`config.mk`:
```
export PLATFORM = sky130hd
export DESIGN_NAME = msrv32_imm_adder
export DESIGN_NICKNAME = d
export VERILOG_FILES = /design/src/rtl/msrv32_imm_adder.sv
export SDC_FILE = /design/constraint.sdc
export NUM_CORES = 1
export LEC_CHECK = 0
export ABC_AREA = 1
export CORE_ASPECT_RATIO = 0.75
export CORE_MARGIN = 2
export CORE_UTILIZATION = 44
export DETAILED_ROUTE_END_ITERATION = 8
export GPL_TIMING_DRIVEN = 0
export PLACE_DENSITY = 0.9
export SETUP_SLACK_MARGIN = 0.2
export SYNTH_ARGS = -nofsm -noshare
export SYNTH_HDL_FRONTEND = slang
export SYNTH_SLANG_ARGS = --single-unit
```
`constraint.sdc`:
```
create_clock -name vclk -period 5.8
set_input_delay 1.74 -clock vclk [all_inputs]
set_output_delay 1.74 -clock vclk [all_outputs]
set_load 0.05 [all_outputs]
```
`src/rtl/msrv32_imm_adder.sv`:
```
// Immediate adder: base (pc or rs1) plus sign-extended immediate, with alignment flags.
// Define MSRV32_IADDER_REG_EN to register the outputs; the default build is combinational.
module msrv32_imm_adder (
  input  logic        ms_riscv32_mp_clk_in,
  input  logic        ms_riscv32_mp_rst_in,
  input  logic [31:0] pc_in,
  input  logic [31:0] rs_1_in,
  input  logic        iadder_src_in,
  input  logic [31:0] imm_in,
  output logic [31:0] iadder_out,
  output logic        iadder_misaligned_h_out,
  output logic        iadder_misaligned_w_out
);

  logic [31:0] base;
  logic [31:0] sum;

  // Carry-out is dropped; a negative immediate arrives as two's complement.
  assign base = iadder_src_in ? rs_1_in : pc_in;
  assign sum  = base + imm_in;

`ifdef MSRV32_IADDER_REG_EN
  // Flags are registered alongside the sum so all three outputs stay coherent.
  always_ff @(posedge ms_riscv32_mp_clk_in) begin
    if (ms_riscv32_mp_rst_in) begin
      iadder_out              <= 32'h0000_0000;
      iadder_misaligned_h_out <= 1'b0;
      iadder_misaligned_w_out <= 1'b0;
    end else begin
      iadder_out              <= sum;
      iadder_misaligned_h_out <= sum[0];
      iadder_misaligned_w_out <= |sum[1:0];
    end
  end
`else
  // Clock and reset are present only for port compatibility with the registered build.
  logic unused_ctrl;
  assign unused_ctrl = ms_riscv32_mp_clk_in ^ ms_riscv32_mp_rst_in;

  assign iadder_out              = sum;
  assign iadder_misaligned_h_out = iadder_out[0];
  assign iadder_misaligned_w_out = |iadder_out[1:0];
`endif

endmodule

```
==> results.yml, run 1 <==
timing:
  setup_viol: 0
  hold_ws_ns: 4.173
  fmax_mhz: 176.4
  fin_crit_ns: 5.669
  fin_crit_sh_pct: 97.74
  maxSlewHeadroom_pct: 65.24
  drv_slew: 0
  hold_viol: 0
  grt_setup_unrepaired: "yes"
  max_slew.worst_pin.slew_ns: 0.5198
drt:
  vias_per_cell: 5.716
  detail_route.wl_per_cell_um: 17.96
  routed_wl_mm: 13.49
  ant_nets: 0
  drc_errors: 0
  vias: 4293
  drt-initial-drc-count: 420
  drt_pass1_iterations: 6
layout:
  drive_gt1_share_pct: 30.76
  ff_latch_area_um2: 0
  fin_nets: 806
  area_delta_synth_final_pct: 83.69
  seq_cell_count: 0
  final_cells: 751
  nClkBuffers: 0
  diodes: 0
floorplan:
  dieArea_mm2: 0.006932
  coreArea_mm2: 0.005946
  dieHeight_um: 72.61
  num_rows: 24
  start_util_pct: 46.44
  fp.dieW_um: 95.48
  ios: 133
pwr:
  peakVddDrop_uv: 153.7
  p_per_area_mw_per_mm2: 174.9
  p_leak_uw: 0.002651
global_route:
  grt_use_total_pct: 29.15
  overflow: 0
  grt_pass1_wl_mm: 16.10
  grt_pass1_vias: 3569
  grt_max_degree: 11
  antenna_found_initial: 0
logic_synthesis:
  yosysMostFrequentCell: "nand2_1"
  synth_top_cell_area_share_pct: 30.18
  yosys.area.top_type: "nand2_1"
  yosys-top-cells-area: "nand2_1 (30%), inv_1 (15%), ha_1 (14%)"
  syn_nets: 660
  synthTopCellsByCount: "nand2_1 (222), inv_1 (112), nor2_1 (38), mux2_2 (32), ha_1 (31)"
  synthCells: 529
  yosysSeqAreaShare_pct: 0
  synth_mux_area_share_pct: 13.05
  synthDistinctLibCells: 22
  synth-simple-area-share_pct: 46.31
  synth_top_family_by_area: "simple AND/OR/NAND/NOR gates"
  synthAdderAreaFrac_pct: 14.77
  syn_area_per_cell_um2: 5.220
  synthXorXnorAreaFrac_pct: 5.075
  yosysWarnings: 0
  synth_compound_area_share_pct: 4.576
  synthesis.area_mm2: 0.002761
run:
  maxCapViolations: 0
setup_path:
  max_stage_delay_ns: 0.41
  cp-end-kind: "output pin"
  required_ns: 4.06
  worstPathArrival_ns: 3.93
  crit_buf_inv: 4
  crit_start: "iadder_src_in"
  critPathMostFrequentCell: "nand2_1"
  start_kind: "primary input"
  crit_family: "simple AND/OR/NAND/NOR gates"
  path_class: "in2out"
  slowest_stage: "ha_2"
  cp_cell_sequence: "buf_6 > buf_8 > buf_12 > mux2_2 > ha_2 > nand2_1 > nor2_2 > nand2_1 > nor2_1 > nand2_2 > nand2_1 > nand2_1 > nand2_1 > buf_6"
  path_max_fanout: 7
placement:
  dp_hpwl_mm: 8.828
  portBuffers: 130
  gp_congestion: 0.9988
  place_inst: 737
status:
  outcome: "complete, no violations"
min_path:
  hold_depth: 6
  hold_path.startpoint: "iadder_src_in"
  hp-class: "in2out"
  min_to: "iadder_out[31]"
clock_tree:
  cts_hold_buf: 0
## worst max-delay path by stage
stage	to	slack (ns)	depth (start not counted)
after floorplan	iadder_out[12]	0.09	12
after global placement	iadder_out[28]	-0.74	15
after detailed placement	iadder_out[28]	-0.76	15
after CTS	iadder_out[28]	0.09	15
after global routing	iadder_out[30]	0.08	15
final	iadder_out[30]	0.13	14
## where the power goes
part	total, uW	internal, uW	leakage, uW	switching, uW
logic	887	340	0.00265	547
registers	0	0	0	0
clock network	0	0	0	0
total	887	340	0.00265	547
## layout by cell type (no fill, tap or decap), types with 2 or more instances in the layout
cell             count
nand2_1            193
inv_1              109
clkdlybuf4s50_1     96
nand2_2             33
mux2_2              29
ha_4                29
nor2_1              23
nand3_1             18
buf_4               16
buf_6               14
a21oi_2             13
nor2_2              12
xor2_2              10
nand2_4              8
nand3_2              7
a21oi_1              7
buf_2                6
xor2_1               5
buf_8                4
nor2_4               4
nand4_1              4
dlygate4sd2_1        4
clkdlybuf4s15_2      4
mux2_4               3
nor3_4               3
buf_12               2
inv_2                2
o21bai_1             2
dlymetal6s2s_1       2
## through the flow
stage | utilization (%) | setup TNS, ns | instance area, um^2 | setup WS [ns] | total power, uW
global route | 85.31 | 0 | 5072 | 0.08195 | 924.7
floorplan | - | 0 | 2868 | 0.08934 | 490.8
detailed placement | 71.76 | -14.95 | 4267 | -0.7642 | 735.7
finish | 85.31 | 0 | 5072 | 0.1310 | 887.1
CTS | 75.06 | 0 | 4463 | 0.08862 | 749.0
global placement | 71.76 | -14.16 | 4267 | -0.7433 | 721.4
## tightest hold or removal path, delay by kind of cell
kind	cells	cell delay (ns)
simple gates	2	0.15
mux	1	0.17
buf+inv	2	0.29
xor+xnor	1	0.07
## cell families (layout without fill, tap and decap cells)
group           Yosys count  count (layout)
fa+ha+maj                32              32
simple gates            309             309
xor+xnor                 16              16
compound gates           23              23
mux                      32              32
buf+inv                 117             261
## per-layer routing
metal | track usage, % | vias up | share of wire [%]
met3 | 1.033 | 78 | 10
met4 | 6.032 | 0 | 4.4
met5 | 0 | - | 0
met1 | 39.91 | 1981 | 38
li1 | - | 1889 | -
met2 | 51.41 | 345 | 48
## layout make-up
cell class         count  area [um^2]
multi-input cells    412         3053
repair buffers       144         1430
fillers              318        873.3
inverters            112        422.9
well taps             78        97.59
plain buffers          5        68.82
## repair_timing
item	CTS	global route
resized for setup	209	115
gates cloned	0	1
pin swaps	3	27
setup endpoints to repair	32	28
buffers inserted	4	9
No activity file was read; power rests on OpenSTA's default activity.
==> run 2: changes to the inputs <==
--- a/config.mk
+++ b/config.mk
@@ -13,6 +13,7 @@
 export GPL_TIMING_DRIVEN = 0
 export PLACE_DENSITY = 0.9
 export SETUP_SLACK_MARGIN = 0.2
+export SLEW_MARGIN = 20
 export SYNTH_ARGS = -nofsm -noshare
 export SYNTH_HDL_FRONTEND = slang
 export SYNTH_SLANG_ARGS = --single-unit
==> results of run 2 <==
Final layout, timing and power as in run 1 (identical DEF).
